$ cat config.mk
export PLATFORM = sky130hd
export DESIGN_NAME = bcd_timer
export DESIGN_NICKNAME = d
export VERILOG_FILES = /design/src/rtl/bcd_timer.sv
export SDC_FILE = /design/constraint.sdc
export NUM_CORES = 1
export LEC_CHECK = 0
export BUFFER_PORTS_ARGS = -buffer_cell sky130_fd_sc_hd__buf_4
export CAP_MARGIN = 20
export CORE_ASPECT_RATIO = 1.25
export CORE_UTILIZATION = 34
export DETAILED_ROUTE_END_ITERATION = 6
export GPL_TIMING_DRIVEN = 0
export HOLD_SLACK_MARGIN = 0.05
export MAX_ROUTING_LAYER = met4
export PLACE_DENSITY = 0.54
export SETUP_SLACK_MARGIN = 0.1
export SLEW_MARGIN = 40
export SYNTH_ARGS = -nofsm -noshare
export SYNTH_HDL_FRONTEND = slang
export SYNTH_SLANG_ARGS = --single-unit
$ cat constraint.sdc
create_clock -name clk -period 6.4 [get_ports clk]
set_input_delay 0.64 -clock clk [delete_from_list [all_inputs] [get_ports clk]]
set_output_delay 0.64 -clock clk [all_outputs]
set_load 0.02 [all_outputs]
$ cat src/rtl/bcd_timer.sv
// BCD min/sec/sub-second timer: prescaled up/down counting, clamped load, lap capture,
// wrap carry-out pulse and optional stop-at-zero countdown with a sticky done flag.
module bcd_timer #(
    parameter int unsigned SUB_MAX      = 9,
    parameter int unsigned MIN_MAX      = 59,
    parameter int unsigned PRESCALE     = 1,
    parameter int unsigned STOP_AT_ZERO = 1
) (
    input  logic       clk,
    input  logic       r,
    input  logic       en,
    input  logic       run,
    input  logic       up,
    input  logic       load,
    input  logic [3:0] ld_q0,
    input  logic [7:0] ld_qs,
    input  logic [7:0] ld_qm,
    input  logic       lap,
    output logic [3:0] q0,
    output logic [7:0] qs,
    output logic [7:0] qm,
    output logic [3:0] lap_q0,
    output logic [7:0] lap_qs,
    output logic [7:0] lap_qm,
    output logic       co,
    output logic       done
);

    localparam int unsigned    PRE_W    = (PRESCALE > 1) ? $clog2(PRESCALE) : 1;
    localparam logic [PRE_W-1:0] PRE_LAST = PRE_W'(PRESCALE - 1);
    localparam logic [3:0]     SUB_BCD  = 4'(SUB_MAX);
    localparam logic [7:0]     SEC_BCD  = 8'h59;
    localparam logic [7:0]     MIN_BCD  = {4'(MIN_MAX / 10), 4'(MIN_MAX % 10)};
    localparam bit             STOP     = (STOP_AT_ZERO != 0);

    logic [PRE_W-1:0] pre;
    logic [3:0]       nq0, cq0;
    logic [7:0]       nqs, nqm, cqs, cqm;
    logic             wrap;
    logic             strobe;
    logic             step_ok;
    logic             is_zero;
    logic             hit_zero;

    function automatic logic [7:0] bcd_inc(input logic [7:0] v);
        return (v[3:0] == 4'd9) ? {v[7:4] + 4'd1, 4'd0} : {v[7:4], v[3:0] + 4'd1};
    endfunction

    function automatic logic [7:0] bcd_dec(input logic [7:0] v);
        return (v[3:0] == 4'd0) ? {v[7:4] - 4'd1, 4'd9} : {v[7:4], v[3:0] - 4'd1};
    endfunction

    // For well-formed BCD, unsigned ordering equals decimal ordering.
    function automatic logic [7:0] clamp2(input logic [7:0] v, input logic [7:0] max_bcd);
        if ((v[7:4] > 4'd9) || (v[3:0] > 4'd9) || (v > max_bcd)) return max_bcd;
        return v;
    endfunction

    assign cq0      = (ld_q0 > SUB_BCD) ? SUB_BCD : ld_q0;
    assign cqs      = clamp2(ld_qs, SEC_BCD);
    assign cqm      = clamp2(ld_qm, MIN_BCD);
    assign strobe   = run && en;
    assign is_zero  = (q0 == 4'd0) && (qs == 8'h00) && (qm == 8'h00);
    assign step_ok  = up || !(STOP && done);
    assign hit_zero = STOP && !up && (nq0 == 4'd0) && (nqs == 8'h00) && (nqm == 8'h00);

    // Value after one step in the current direction.
    always_comb begin
        nq0  = q0;
        nqs  = qs;
        nqm  = qm;
        wrap = 1'b0;
        if (up) begin
            if (q0 == SUB_BCD) begin
                nq0 = 4'd0;
                if (qs == SEC_BCD) begin
                    nqs = 8'h00;
                    if (qm == MIN_BCD) begin
                        nqm  = 8'h00;
                        wrap = 1'b1;
                    end else begin
                        nqm = bcd_inc(qm);
                    end
                end else begin
                    nqs = bcd_inc(qs);
                end
            end else begin
                nq0 = q0 + 4'd1;
            end
        end else if (is_zero) begin
            if (!STOP) begin
                nq0  = SUB_BCD;
                nqs  = SEC_BCD;
                nqm  = MIN_BCD;
                wrap = 1'b1;
            end
        end else begin
            if (q0 == 4'd0) begin
                nq0 = SUB_BCD;
                if (qs == 8'h00) begin
                    nqs = SEC_BCD;
                    nqm = (qm == 8'h00) ? MIN_BCD : bcd_dec(qm);
                end else begin
                    nqs = bcd_dec(qs);
                end
            end else begin
                nq0 = q0 - 4'd1;
            end
        end
    end

    // Counter value, prescaler and flags: r > load > step.
    always_ff @(posedge clk) begin
        if (r) begin
            q0   <= 4'd0;
            qs   <= 8'h00;
            qm   <= 8'h00;
            pre  <= '0;
            co   <= 1'b0;
            done <= 1'b0;
        end else if (load) begin
            q0   <= cq0;
            qs   <= cqs;
            qm   <= cqm;
            pre  <= '0;
            co   <= 1'b0;
            done <= 1'b0;
        end else begin
            co <= 1'b0;
            if (strobe) begin
                if (pre == PRE_LAST) begin
                    pre <= '0;
                    if (step_ok) begin
                        q0 <= nq0;
                        qs <= nqs;
                        qm <= nqm;
                        co <= wrap;
                        if (hit_zero) done <= 1'b1;
                    end
                end else begin
                    pre <= pre + PRE_W'(1);
                end
            end
        end
    end

    // Lap capture sees the pre-edge value and outranks a coincident reset.
    always_ff @(posedge clk) begin
        if (lap) begin
            lap_q0 <= q0;
            lap_qs <= qs;
            lap_qm <= qm;
        end else if (r) begin
            lap_q0 <= 4'd0;
            lap_qs <= 8'h00;
            lap_qm <= 8'h00;
        end
    end

endmodule

==> results.yml <==
clocking:
  cts-root-buf: "clkbuf_16"
  post_cts_buffers: 0
  cts.sinks: 42
  ctsHoldBuffers: 0
  htreeDepth: 2
  cts_resized: 0
  tritoncts: "done"
  path_clk_slew_ns: 0.06
  clk_latency_ns: 0.29
  numCtsBuffers: 5
  clockBufferDepth: 2
setup_path:
  criticalPathCategory: "reg2reg"
  cp_max_fo: 8
  max_stage_delay_ns: 0.56
  path_buf_inv: 1
  startpoint_type: "flop"
  worstSetupEndpointType: "flop"
  crit_required_ns: 6.60
  worstPathCellList: "inv_1 > ha_1 > nor3b_4 > nand4_1 > a311oi_1 > a21oi_1 > or4b_1 > or4_1 > o31ai_1"
  worst_ep_arrival_time_ns: 3.65
  cp_top_family: "simple AND/OR/NAND/NOR gates"
  critPathSlowestCell: "or4b_1"
placed_design:
  gp_congestion: 0.9424
  dp.cells: 569
  io_buffer_count: 66
  dp_slack_ns: 3.085
  hpwl_um: 7532
power_and_ir_drop:
  p_comb_frac: 0.275
  switching_share: 0.3202
  powerDensity_nw_per_um2: 195.7
  p_total_mw: 0.7771
  clockPowerShare: 0.316
  p_sw_mw: 0.2488
  power_frac_seq: 0.410
  p_leak_nw: 1.615
  ir_drop_mv: 0.08881
  internal_power_mw: 0.5282
layout:
  layout-drive-gt1-share: 0.2247
  stdcell_count: 577
  finalNetCount: 496
  area_growth_pct: 24.87
  n_antenna_cell: 0
synthesis:
  synth_edf_count: 20
  synth_mux_area_frac: 0.01653
  synth_top_family_by_area: "simple AND/OR/NAND/NOR gates"
  synth_area_um2: 3179
  ys_types: 65
  syn_avg_cell_area_um2: 8.367
  ys_top_cells_by_count: "nor2_1 (42), nand2_1 (29), and2_1 (22), dfxtp_1 (22), o21ai_0 (21)"
  syn_nets: 423
  yosysTopAreaCell: "edfxtp_1"
  synth_ff_type: "dfxtp_1"
  synthXorXnorAreaFrac: 0.005510
  synth_top_area_share: 0.1889
  syn_inst: 380
  synthTopCellsByArea: "edfxtp_1 (19%), dfxtp_1 (14%), ha_1 (6.3%), nor2_1 (5.0%), and2_1 (4.3%)"
  synthAdderAreaFrac: 0.06297
  ys_seq_elements: 42
  synth_compound_area_frac: 0.2094
  synth-simple-area-share: 0.3235
  yosysMostFrequentCell: "nor2_1"
  async_flop_share: 0
  synth_warnings: 0
  ys_seq_area_frac: 0.3274
sta:
  rsz0062_at_grt: "false"
  hold_viol: 0
  clock_skew_ns: 0.005328
  maxSlewViolCount: 0
  setup_tns_ns: 0
  period_minus_slack_ns: 3.446
  whs_ns: 0.5191
  finalSetupViolCount: 0
  worst_pin_slew_ns: 0.6649
  setup_ws_ns: 2.954
  max_freq_ghz: 0.2902
  final.period_utilization: 0.5385
  relSlewSlack: 0.5568
floorplan:
  core_area_um2: 9125
  start_util: 0.3484
  dieArea_um2: 9744
  die-width_um: 88.49
  rows: 39
  io_pins: 69
  die_height_um: 110.1
route:
  post_drt_via_cell_ratio: 5.393
  wirelength_um: 9618
  wl_per_cell_um: 16.67
  firstDrtPassIters: 4
  dr_total_vias: 3112
  drc: 0
  ant_nets: 0
  drtIter0Drc: 242
grt:
  grt_pass1_wl_um: 15440
  antenna_found_initial: 0
  grt_overflow_total: 0
  grt_pass1_vias: 2969
  grt_max_degree: 21
  grtUsageTotal: 0.2176
outcome:
  status: "finished, final reports clean"
hold_path:
  min_path_type: "reg2reg"
job:
  drv_cap: 0
## logic make-up after synthesis
logic type | Yosys count
adder cells (fa/ha/maj) | 16
multiplexers | 5
XOR/XNOR | 2
AND/OR/NAND/NOR | 179
AO/OA/AOI/OAI | 95
buffers and inverters | 41
flip-flops | 42
## stage by stage
stage                 util  instance area (um^2)
global placement    0.4196                  3829
global route        0.4351                  3970
CTS                 0.4351                  3970
detailed placement  0.4196                  3829
finish              0.4351                  3970
floorplan                -                  3179
## cell type report
cell class              instances  area [um^2]
fillers                       961         5155
multi-input cells             297         1964
flip-flops and latches         42         1041
repair buffers                 66        495.5
well taps                     123        153.9
clock buffers                   5        125.1
plain buffers                  25        113.9
inverters                      16        60.06
clock inverters                 3        16.27
## cells in the final DEF, fill, tap and decap left out, types with 7 or more instances in the layout
cell / count
inv_1: 16
nand3_1: 18
nor3_1: 20
dfxtp_1: 22
a211oi_1: 10
buf_4: 66
clkbuf_1: 14
o211ai_1: 7
edfxtp_1: 20
o21ai_0: 21
buf_2: 10
nor2_1: 42
nand2_1: 29
a21oi_1: 12
ha_1: 16
and2_1: 22
## power groups by stage
stage / Sequential [mW] / Combinational [mW] / Clock [mW]
final: 0.318 / 0.213 / 0.245
after floorplan: 0.339 / 0.118 / 0
after detailed placement: 0.324 / 0.212 / 0
after global routing: 0.321 / 0.235 / 0.263
after CTS: 0.318 / 0.213 / 0.254
after global placement: 0.323 / 0.212 / 0
## path summary, 6_finish.rpt
check | startpoint | to | slack, ns | depth (start not counted)
min | done | done | 0.52 | 2
min reg2reg | done | done | 0.52 | 2
max reg2reg | qs[1] | done | 2.95 | 9
max | qs[1] | done | 2.95 | 9
## layer usage
metal / global-route usage / vias up / routed length [um]
li1: - / 1546 / -
met1: 0.2779 / 1450 / 4375
met2: 0.3396 / 95 / 4525
met3: 0.04170 / 21 / 449
met4: 0.08295 / 0 / 268
met5: - / - / 0
## state kept, by name, summed over array words and instances, names as in the netlist
register / cells
qs: 8
lap_q0: 4
qm: 8
lap_qm: 8
co: 1
q0: 4
done: 1
lap_qs: 8
## worst register-to-register path, stage by stage, from the launching register on
cell and delay, ns:
dfxtp_1 0.42, inv_1 0.22, ha_1 0.28, nor3b_4 0.37
nand4_1 0.28, a311oi_1 0.34, a21oi_1 0.11, or4b_1 0.56
or4_1 0.52, o31ai_1 0.26
Power figures use the tool's default switching activity.
